===== config.mk =====
export PLATFORM = sky130hd
export DESIGN_NAME = reg_bus_sequencer
export DESIGN_NICKNAME = d
export VERILOG_FILES = /design/src/rtl/reg_bus_sequencer.sv
export SDC_FILE = /design/constraint.sdc
export NUM_CORES = 1
export LEC_CHECK = 0
export ABC_AREA = 1
export ABC_CLOCK_PERIOD_IN_PS = 1500
export CAP_MARGIN = 20
export CORE_ASPECT_RATIO = 1.75
export CORE_MARGIN = 10
export CORE_UTILIZATION = 44
export CTS_CLUSTER_SIZE = 30
export DETAILED_ROUTE_END_ITERATION = 7
export HOLD_SLACK_MARGIN = 0.06
export PLACE_DENSITY = 0.77
export SETUP_SLACK_MARGIN = 0.1
export SLEW_MARGIN = 20
export SYNTH_ARGS = -nofsm -noshare
export SYNTH_HDL_FRONTEND = slang
export SYNTH_SLANG_ARGS = --single-unit

===== constraint.sdc =====
create_clock -name clk -period 1.5 [get_ports clk]
set_input_delay 0.15 -clock clk [delete_from_list [all_inputs] [get_ports clk]]
set_output_delay 0.15 -clock clk [all_outputs]
set_load 0.05 [all_outputs]

===== src/rtl/reg_bus_sequencer.sv =====
// Bus sequencer for the 8-entry register bank: it arbitrates two requesters and
// steps each MOVE through drive, settle, capture and a dead turnaround cycle.
module reg_bus_sequencer #(
    parameter int SETTLE_CYCLES = 1
) (
    input  logic       clk,
    input  logic       rst,
    input  logic       req0_valid,
    output logic       req0_ready,
    input  logic       req0_op,
    input  logic [2:0] req0_src,
    input  logic [2:0] req0_dst,
    input  logic       req1_valid,
    output logic       req1_ready,
    input  logic       req1_op,
    input  logic [2:0] req1_src,
    input  logic [2:0] req1_dst,
    output logic [7:0] reg_read_en,
    output logic [7:0] reg_write_en,
    output logic       done,
    output logic       done_id,
    output logic       err,
    output logic       busy
);

    typedef enum logic [2:0] {
        IDLE,
        DRIVE,
        CAPTURE,
        RELEASE,
        ACCLD
    } state_t;

    localparam logic [1:0] CNT_INIT = 2'(SETTLE_CYCLES - 1);

    state_t     state_q, state_d;
    logic [1:0] cnt_q, cnt_d;
    logic       op_q, op_d;
    logic [2:0] src_q, src_d;
    logic [2:0] dst_q, dst_d;
    logic       id_q, id_d;
    logic       last_grant_q, last_grant_d;
    logic [7:0] read_en_q, read_en_d;
    logic [7:0] write_en_q, write_en_d;
    logic       done_q, done_d;
    logic       done_id_q, done_id_d;
    logic       err_q, err_d;
    logic       busy_q, busy_d;

    logic       grant0, grant1, accept, illegal;
    logic       sel_op;
    logic [2:0] sel_src, sel_dst;

    // On contention, the requester that did not win last time goes first.
    always_comb begin
        grant0  = req0_valid && (!req1_valid || last_grant_q);
        grant1  = req1_valid && !grant0;
        req0_ready = (state_q == IDLE) && grant0;
        req1_ready = (state_q == IDLE) && grant1;
        accept  = req0_ready || req1_ready;
        sel_op  = grant0 ? req0_op  : req1_op;
        sel_src = grant0 ? req0_src : req1_src;
        sel_dst = grant0 ? req0_dst : req1_dst;
        illegal = !sel_op && ((sel_dst == 3'd7) || (sel_src == sel_dst));
    end

    always_comb begin
        state_d      = state_q;
        cnt_d        = cnt_q;
        op_d         = op_q;
        src_d        = src_q;
        dst_d        = dst_q;
        id_d         = id_q;
        last_grant_d = last_grant_q;
        done_d       = 1'b0;
        done_id_d    = done_id_q;
        err_d        = 1'b0;

        case (state_q)
            IDLE: begin
                if (accept) begin
                    last_grant_d = grant1;
                    op_d         = sel_op;
                    src_d        = sel_src;
                    dst_d        = sel_dst;
                    id_d         = grant1;
                    if (illegal) begin
                        err_d     = 1'b1;
                        done_d    = 1'b1;
                        done_id_d = grant1;
                    end else if (sel_op) begin
                        state_d   = ACCLD;
                        done_d    = 1'b1;
                        done_id_d = grant1;
                    end else begin
                        state_d = DRIVE;
                        cnt_d   = CNT_INIT;
                    end
                end
            end
            DRIVE: begin
                if (cnt_q == 2'd0) begin
                    state_d = CAPTURE;
                end else begin
                    cnt_d = cnt_q - 2'd1;
                end
            end
            CAPTURE: begin
                state_d   = RELEASE;
                done_d    = 1'b1;
                done_id_d = id_q;
            end
            RELEASE: state_d = IDLE;
            ACCLD:   state_d = IDLE;
            default: state_d = IDLE;
        endcase
    end

    // Enables are decoded from the next state so the registered vectors line up with state_q.
    always_comb begin
        read_en_d  = 8'h00;
        write_en_d = 8'h00;
        if ((state_d == DRIVE) || (state_d == CAPTURE)) begin
            read_en_d = 8'h01 << src_d;
        end
        if (state_d == CAPTURE) begin
            write_en_d = 8'h01 << dst_d;
        end else if (state_d == ACCLD) begin
            write_en_d = 8'h80;
        end
        busy_d = (state_d != IDLE);
    end

    always_ff @(posedge clk or negedge rst) begin
        if (!rst) begin
            state_q      <= IDLE;
            cnt_q        <= 2'd0;
            op_q         <= 1'b0;
            src_q        <= 3'd0;
            dst_q        <= 3'd0;
            id_q         <= 1'b0;
            last_grant_q <= 1'b1;
            read_en_q    <= 8'h00;
            write_en_q   <= 8'h00;
            done_q       <= 1'b0;
            done_id_q    <= 1'b0;
            err_q        <= 1'b0;
            busy_q       <= 1'b0;
        end else begin
            state_q      <= state_d;
            cnt_q        <= cnt_d;
            op_q         <= op_d;
            src_q        <= src_d;
            dst_q        <= dst_d;
            id_q         <= id_d;
            last_grant_q <= last_grant_d;
            read_en_q    <= read_en_d;
            write_en_q   <= write_en_d;
            done_q       <= done_d;
            done_id_q    <= done_id_d;
            err_q        <= err_d;
            busy_q       <= busy_d;
        end
    end

    assign reg_read_en  = read_en_q;
    assign reg_write_en = write_en_q;
    assign done         = done_q;
    assign done_id      = done_id_q;
    assign err          = err_q;
    assign busy         = busy_q;

    // Bus discipline: a single driver, a single capturer, never the same register.
    a_read_onehot: assert property (@(posedge clk) disable iff (!rst)
        $onehot0(reg_read_en));
    a_write_onehot: assert property (@(posedge clk) disable iff (!rst)
        $onehot0(reg_write_en));
    a_no_self: assert property (@(posedge clk) disable iff (!rst)
        (reg_read_en & reg_write_en) == 8'h00);
    a_write_state: assert property (@(posedge clk) disable iff (!rst)
        (reg_write_en != 8'h00) |-> ((state_q == CAPTURE) || (state_q == ACCLD)));

endmodule


# After elaboration in Yosys (flattened, before gate mapping)
# Cells that the tools add are included.
[word_totals]
ff_bits = 33
latchBits = 0
mem_bits_rw = 0
rom_bits = 0
inputBits = 18
output_inout_bits = 22
word_cells = 78
mem_count = 0
[op_classes]
add_sub_neg = 1
n_mul = 0
div = 0
n_lt_le_gt_ge = 0
eq_ne = 12
n_shift = 2
mux = 31
bitwise = 0
n_reduce_logical = 20
[op_table]
columns = ["op", "n"]
rows = [
  ["3-bit 2-to-1 mux", 10],
  ["8-bit 2-to-1 mux", 3],
  ["1-bit by 3-bit left shift with 8-bit output, first input constant", 2],
  ["1-bit 2-to-1 mux", 10],
  ["3-bit case mux with 3 select lines", 1],
  ["2-bit 2-to-1 mux", 4],
  ["2-bit inequality test, second input constant", 4],
  ["3-bit by 1-bit equality test with 1-bit output, second input constant", 2],
  ["3-bit by 2-bit equality test with 1-bit output, second input constant", 2],
  ["3-bit equality test, second input constant", 2],
  ["1-bit logical AND", 5],
  ["5-bit AND reduction", 1],
  ["1-bit logical OR", 4],
  ["1-bit case mux with 2 select lines", 2],
  ["2-bit case mux with 2 select lines", 1],
  ["2-bit nonzero test", 2],
  ["3-bit equality test", 1],
  ["1-bit logical NOT", 3],
  ["3-bit logical NOT", 1],
  ["3-bit inequality test, second input constant", 1],
  ["3-bit AND reduction", 1],
  ["3-bit nonzero test", 1],
  ["2-bit logical NOT", 1],
  ["2-bit AND reduction", 1],
  ["2-bit by 1-bit subtractor with 2-bit output, second input constant", 1],
]

# Logic depth before layout (Yosys ltp)
[logic_depth]
depth_word = 13
ltp_mapped = 14
mapped_depth_nobuf = 14

# Worst setup path before layout
# No wires, ideal clock.
[synth_path]
path_type = "reg-to-reg"
start = "reg last_grant_q"
end = "reg id_q"
setup_ps = 164
arrival_ps = 1694
t_required_ps = 1336
path_slack_ps = -358
stages_incl_launch_ff = 7
path_buffers = 1
period_less_slack_ps = 1858
path_cell_list = "dfstp_2 > inv_1 > nand2_2 > nand2_4 > buf_6 > nor2_1 > o21ai_0"
[synth_between]
word_cells_on_any_way = 8
classes_between = "8 x reduce/logical"
[synth_lines]
columns = ["item", "line_no", "source"]
rows = [
  ["start, declared", "42", "logic last_grant_q, last_grant_d;"],
  ["start signal, assigned", "156", "last_grant_q <= last_grant_d;"],
  ["1-bit logical OR", "56", "grant0 = req0_valid && (!req1_valid || last_grant_q);"],
  ["1-bit logical AND", "56", ""],
  ["1-bit logical AND", "58", "req0_ready = (state_q == IDLE) && grant0;"],
  ["net req0_ready", "9", "output logic req0_ready,"],
  ["1-bit logical OR", "60", "accept = req0_ready || req1_ready;"],
  ["2-bit AND reduction (no source line)", "-", ""],
  ["end signal, assigned", "155", "id_q <= id_d;"],
  ["end, declared", "41", "logic id_q, id_d;"],
]
# The timed path passes the listed nets, and every way through them passes these cells.
# A chain may end at the register's enable or synchronous reset.

# Final worst setup path
[layout_path]
start = "reg last_grant_q"
end = "reg read_en_q[4], in the netlist reg_read_en[4]"
[layout_between]
elab_chain_cells = 12
word_cells_on_any_way = 26
classes_between = "4 x eq/ne; 1 x shift; 10 x mux; 11 x reduce/logical"
[layout_rtl]
columns = ["item", "line_no", "source"]
rows = [
  ["1-bit logical OR *", "56", ""],
  ["1-bit logical AND *", "56", ""],
  ["3-bit 2-to-1 mux (on tied branches)", "63, 62", ""],
  ["3-bit equality test", "64", "illegal = !sel_op && ((sel_dst == 3'd7) || (sel_src == sel_dst));"],
  ["1-bit logical OR", "64", ""],
  ["1-bit logical AND", "64", ""],
  ["3-bit 2-to-1 mux", "87", "if (illegal) begin"],
  ["3-bit 2-to-1 mux", "81", "if (accept) begin"],
  ["3-bit case mux with 3 select lines", "79", "case (state_q)"],
  ["3-bit by 1-bit equality test with 1-bit output or 3-bit by 2-bit equality test with 1-bit output (tied branches)", "123", "if ((state_d == DRIVE) || (state_d == CAPTURE)) begin"],
  ["1-bit logical OR", "123", ""],
  ["8-bit 2-to-1 mux *", "123", ""],
  ["net read_en_d[4]", "43", "logic [7:0] read_en_q, read_en_d;"],
  ["end signal, assigned", "157", "read_en_q <= read_en_d;"],
  ["end, declared", "43", ""],
]
# The timed path passes the listed nets; every way through them passes the cells marked *.

==> impl.org <==
** Die
- Area of the die :: 6880 um^2
- # rows :: 29
- In this run the standard cell core region covers 3700 um^2.
- Overall die width :: 67.1 um
- During I/O placement, the number of pins put on the boundary was 40.
- Height of the die :: 102 um
- Starting utilization of the core area :: 0.462

** Layout
- Net count of the finished layout :: 311
- Fraction of layout cells with a size suffix above 1 :: 0.481
- From synthesis to final layout, the design area changed by 64.7%.
- The repair_antennas step left the layout with diodes totalling 0.

** Setup path
- Slowest cell on crit path :: sky130_fd_sc_hd__dfstp_2
- Arrival time of the worst setup path :: 2020 ps
- Reg-to-reg setup timing slack :: -340 ps
- By startpoint and endpoint, the worst setup path is classified as flop to flop.
- Worst setup EP type :: flop
- Reg-to-Reg End :: reg_read_en[4]$_DFF_PN0_
- Counting stages on the worst path, the most repeated cell is sky130_fd_sc_hd__nand2_4.
- On the worst path, the slowest cell contributes a delay of 530 ps.
- Worst-case reg-to-reg path depth :: 14
- Of all nets on the critical path, the largest fanout is 8.
- The worst register-to-register path begins at last_grant_q$_DFFE_PN1P_.
- Element type at the critical path start :: flop
- Crit path required time :: 1680 ps
- Traced cell by cell, the critical path runs through inv_2 > nand2_4 > nand2_8 > buf_12 > nand2_4 > nand2_4 > nand2_2 > nand2_1 > inv_1 > nand3_2 > nand4_4 > nand3_4 > nand2_2 > inv_2.

** Run status
- The run finished, with violations left.
- Violations in the final reports :: negative setup slack

** Detailed routing
- In this run the top signal layer used is met4.
- The detailed router finished its first iteration with 29 violations.
- Met1 WL :: 1600 um
- After detailed routing, the number of vias per cell comes to 4.88.
- The pre-antenna-repair detailed-routing pass consisted of 5 iterations.
- The routed design uses 2580 um of met2 wire.
- In the detailed route, the total length drawn on met3 is 204 um.
- Total number of vias :: 1656
- DR DRC count :: 0
- For this block, the routed nets add up to 4550 um of wire.
- Routed length per instance :: 13.4 um
- Detail Route Antenna Nets :: 0

** Global routing
- The first global-routing pass estimated 6930 um of wire.
- Entering global routing, the biggest net connects 34 pins.
- After global routing the overflow that remains totals 0.
- In the global route stage, overall resource usage came out at 0.130.
- The via count of the first global-routing pass came to 1595.
- The initial antenna violation count came to 0.

** Power and ir drop
- Power per Cell Area :: 2030 nW/um^2
- The analysis attributes to cell leakage a power of 1.52 nW.
- Worst voltage drop across the vdd grid :: 1.33 mV
- The design draws 5.71 mW.

** STA
- Share of the cycle needed by the critical path after routing :: 1.23
- Setup violations remaining at the end of the flow were counted as 31.
- The smallest clock period supported by the final layout is computed as 1840 ps.
- Clock skew on the completed layout was measured at 4.65 ps.
- Setup repair after global routing missed its margin :: true
- Setup total negative slack on the finished layout was measured at -6710 ps.
- Fin Hold WS :: 227 ps
- Across all setup checks in the final design, the least slack found is -339 ps.
- Fmax achieved :: 0.544 GHz
- Worst slew margin :: 0.784
- At the pin with the least slew margin, the transition time is 324 ps.
- Fin. max-slew vios :: 0
- The final hold violation count is 0.

** Placement
- Port Buffer Count :: 39
- Half-perimeter wire length of the detailed placement result :: 3000 um
- At the end of routability-driven placement, the weighted congestion stood at 0.797.
- OpenSTA, run right after detailed placement, puts the worst setup slack at -402 ps.

** Yosys
- The synthesized design contains 33 register bits.
- Of the total synthesized cell area, the portion taken by XOR and XNOR cells is 0.
- Synthesized instance count :: 208
- Summed over all instances, the cell type with the most area after synthesis is sky130_fd_sc_hd__dfrtp_1.
- Yosys printed 0 warnings.
- Multiplexer share of the synthesized area :: 0
- Area share of fa/ha/maj cells after synthesis :: 0.00732
- Ranked by total cell area, the synthesized netlist is headed by sky130_fd_sc_hd__dfrtp_1 (47%), sky130_fd_sc_hd__nand2_1 (14%), sky130_fd_sc_hd__inv_1 (8.1%).
- Main combinational cell family by area after synthesis :: simple AND/OR/NAND/NOR gates
- Proportion of netlist area held by the largest area contributor :: 0.469
- Synth Area per Inst :: 8.22 um^2
- Area fraction in and, or, nand and nor cells after synthesis :: 0.340
- Fraction of the mapped netlist area in compound gates :: 0.0593
- Post-synthesis cell type count :: 26
- The share of the Yosys chip area taken by registers is 0.484.
- When the netlist entered floorplanning its net count stood at 227.
- Syn Std Cell Area :: 1710 um^2

** Flow run
- Max-cap violations in this run came to 0.

** Clocking
- Root buffer selected by CTS :: sky130_fd_sc_hd__clkbuf_8
- Clock tree synthesis found a total of 33 sinks.
- CTS tree :: done
- The clock reaches the later pin of the worst-skew pair after 290 ps.
- Maximum buffer depth of the clock tree :: 2
- CTS built an H-tree with a depth of 2.
- Clock-pin slew on the worst setup and hold paths :: 70 ps
- For this design, the CTS-stage hold fixing added 0 buffers.
- CTS Buf Count :: 5

** Hold path
- Hold WC Path Type :: input port to asynchronous set/reset pin
## critical path, delay by kind of cell (launching register included)
family	cells	cell delay (ps)
buffers and inverters	4	310
flip-flops	1	530
AND/OR/NAND/NOR	10	890
## worst max path at each step
| stage | end | from | slack, ps |
|---|---|---|---|
| global route | reg_read_en[4]$_DFF_PN0_ | last_grant_q$_DFFE_PN1P_ | -460 |
| CTS | reg_read_en[3]$_DFF_PN0_ | last_grant_q$_DFFE_PN1P_ | -250 |
| finish | reg_read_en[4]$_DFF_PN0_ | last_grant_q$_DFFE_PN1P_ | -340 |
| detailed placement | reg_read_en[3]$_DFF_PN0_ | req1_valid | -400 |
| floorplan | done_id$_DFFE_PN0P_ | last_grant_q$_DFFE_PN1P_ | -80 |
| global placement | reg_read_en[2]$_DFF_PN0_ | req1_valid | -360 |
## logic make-up after synthesis
kind of cell             Yosys count
adder cells (fa/ha/maj)            1
flip-flops                        33
AND/OR/NAND/NOR                  119
buffers and inverters             43
AO/OA/AOI/OAI                     12
## final cells by class
| class | instances | area (um^2) |
|---|---|---|
| Fill cell | 241 | 886 |
| Clock buffer | 5 | 68.8 |
| Sequential cell | 33 | 827 |
| Tap cell | 46 | 57.6 |
| Timing Repair Buffer | 81 | 795 |
| Multi-Input combinational cell | 132 | 901 |
| Clock inverter | 3 | 17.5 |
| Inverter | 39 | 149 |
## state kept, by name, summed over array words and instances (netlist names)
register / count
done: 1
last_grant_q: 1
done_id: 1
reg_read_en: 8
busy: 1
reg_write_en: 8
cnt_q: 2
state_q: 3
err: 1
src_q: 3
id_q: 1
dst_q: 3
## layer usage
| layer | vias up | global-route usage |
|---|---|---|
| li1 | 801 | - |
| met1 | 786 | 0.120 |
| met2 | 56 | 0.254 |
| met3 | 13 | 0.0263 |
| met4 | 0 | 0.0619 |
| met5 | - | 0 |
## power breakdown
group | internal (mW) | total [mW] | switching (mW)
logic | 1.60 | 3.75 | 2.15
registers | 1.19 | 1.31 | 0.119
clock network | 0.320 | 0.654 | 0.334
total | 3.10 | 5.71 | 2.61
## cell usage after synthesis
master,instances
sky130_fd_sc_hd__nand2_1,63
sky130_fd_sc_hd__inv_1,37
sky130_fd_sc_hd__dfrtp_1,32
sky130_fd_sc_hd__nor2_1,20
sky130_fd_sc_hd__nand3_1,14
sky130_fd_sc_hd__nand3b_1,5
sky130_fd_sc_hd__nand2_2,4
sky130_fd_sc_hd__o21ai_0,4
sky130_fd_sc_hd__o21ai_2,4
sky130_fd_sc_hd__nand3_2,3
sky130_fd_sc_hd__nand4_1,3
sky130_fd_sc_hd__buf_2,2
sky130_fd_sc_hd__inv_2,2
sky130_fd_sc_hd__nand2_4,2
sky130_fd_sc_hd__o21ai_4,2
sky130_fd_sc_hd__a21oi_2,1
sky130_fd_sc_hd__buf_12,1
sky130_fd_sc_hd__buf_6,1
sky130_fd_sc_hd__dfstp_2,1
sky130_fd_sc_hd__ha_1,1
sky130_fd_sc_hd__nand3_4,1
sky130_fd_sc_hd__nand4_4,1
sky130_fd_sc_hd__nor2_2,1
sky130_fd_sc_hd__nor2_4,1
sky130_fd_sc_hd__o21ai_1,1
sky130_fd_sc_hd__or2_4,1
## cells in the final DEF (no fill, tap or decap), types with 2 or more instances in the layout
| master | n |
|---|---|
| sky130_fd_sc_hd__buf_8 | 2 |
| sky130_fd_sc_hd__dfrtp_1 | 32 |
| sky130_fd_sc_hd__inv_2 | 10 |
| sky130_fd_sc_hd__nor2_2 | 7 |
| sky130_fd_sc_hd__o21ai_0 | 3 |
| sky130_fd_sc_hd__o21ai_2 | 2 |
| sky130_fd_sc_hd__buf_12 | 7 |
| sky130_fd_sc_hd__inv_1 | 28 |
| sky130_fd_sc_hd__clkinv_2 | 2 |
| sky130_fd_sc_hd__nand2_2 | 19 |
| sky130_fd_sc_hd__clkdlybuf4s50_1 | 17 |
| sky130_fd_sc_hd__nand4_1 | 3 |
| sky130_fd_sc_hd__buf_4 | 44 |
| sky130_fd_sc_hd__nand2_4 | 10 |
| sky130_fd_sc_hd__o21ai_4 | 6 |
| sky130_fd_sc_hd__nand3_1 | 12 |
| sky130_fd_sc_hd__nor2_4 | 3 |
| sky130_fd_sc_hd__nand3b_1 | 5 |
| sky130_fd_sc_hd__clkbuf_8 | 5 |
| sky130_fd_sc_hd__nand2_1 | 39 |
| sky130_fd_sc_hd__nand3_4 | 2 |
| sky130_fd_sc_hd__buf_6 | 11 |
| sky130_fd_sc_hd__nor2_1 | 12 |
| sky130_fd_sc_hd__nand3_2 | 4 |
## through the flow
| step | cells | area, um^2 | utilization |
|---|---|---|---|
| 6_report | 339 | 2820 | 0.761 |
| 5_1_grt | 339 | 2820 | 0.761 |
| 4_1_cts | 330 | 2670 | 0.721 |
| 3_5_place_dp | 312 | 2350 | 0.635 |
| 3_3_place_gp | 312 | 2350 | 0.635 |
| 2_1_floorplan | 208 | 1750 | - |
## timing repair
| action | in CTS | in global routing |
|---|---|---|
| setup endpoints to repair | 32 | 32 |
| setup buffers | 11 | 12 |
| pin swaps | 19 | 22 |
| gates resized for setup | 41 | 29 |
Note: power is estimated with default switching activity, not from simulation.
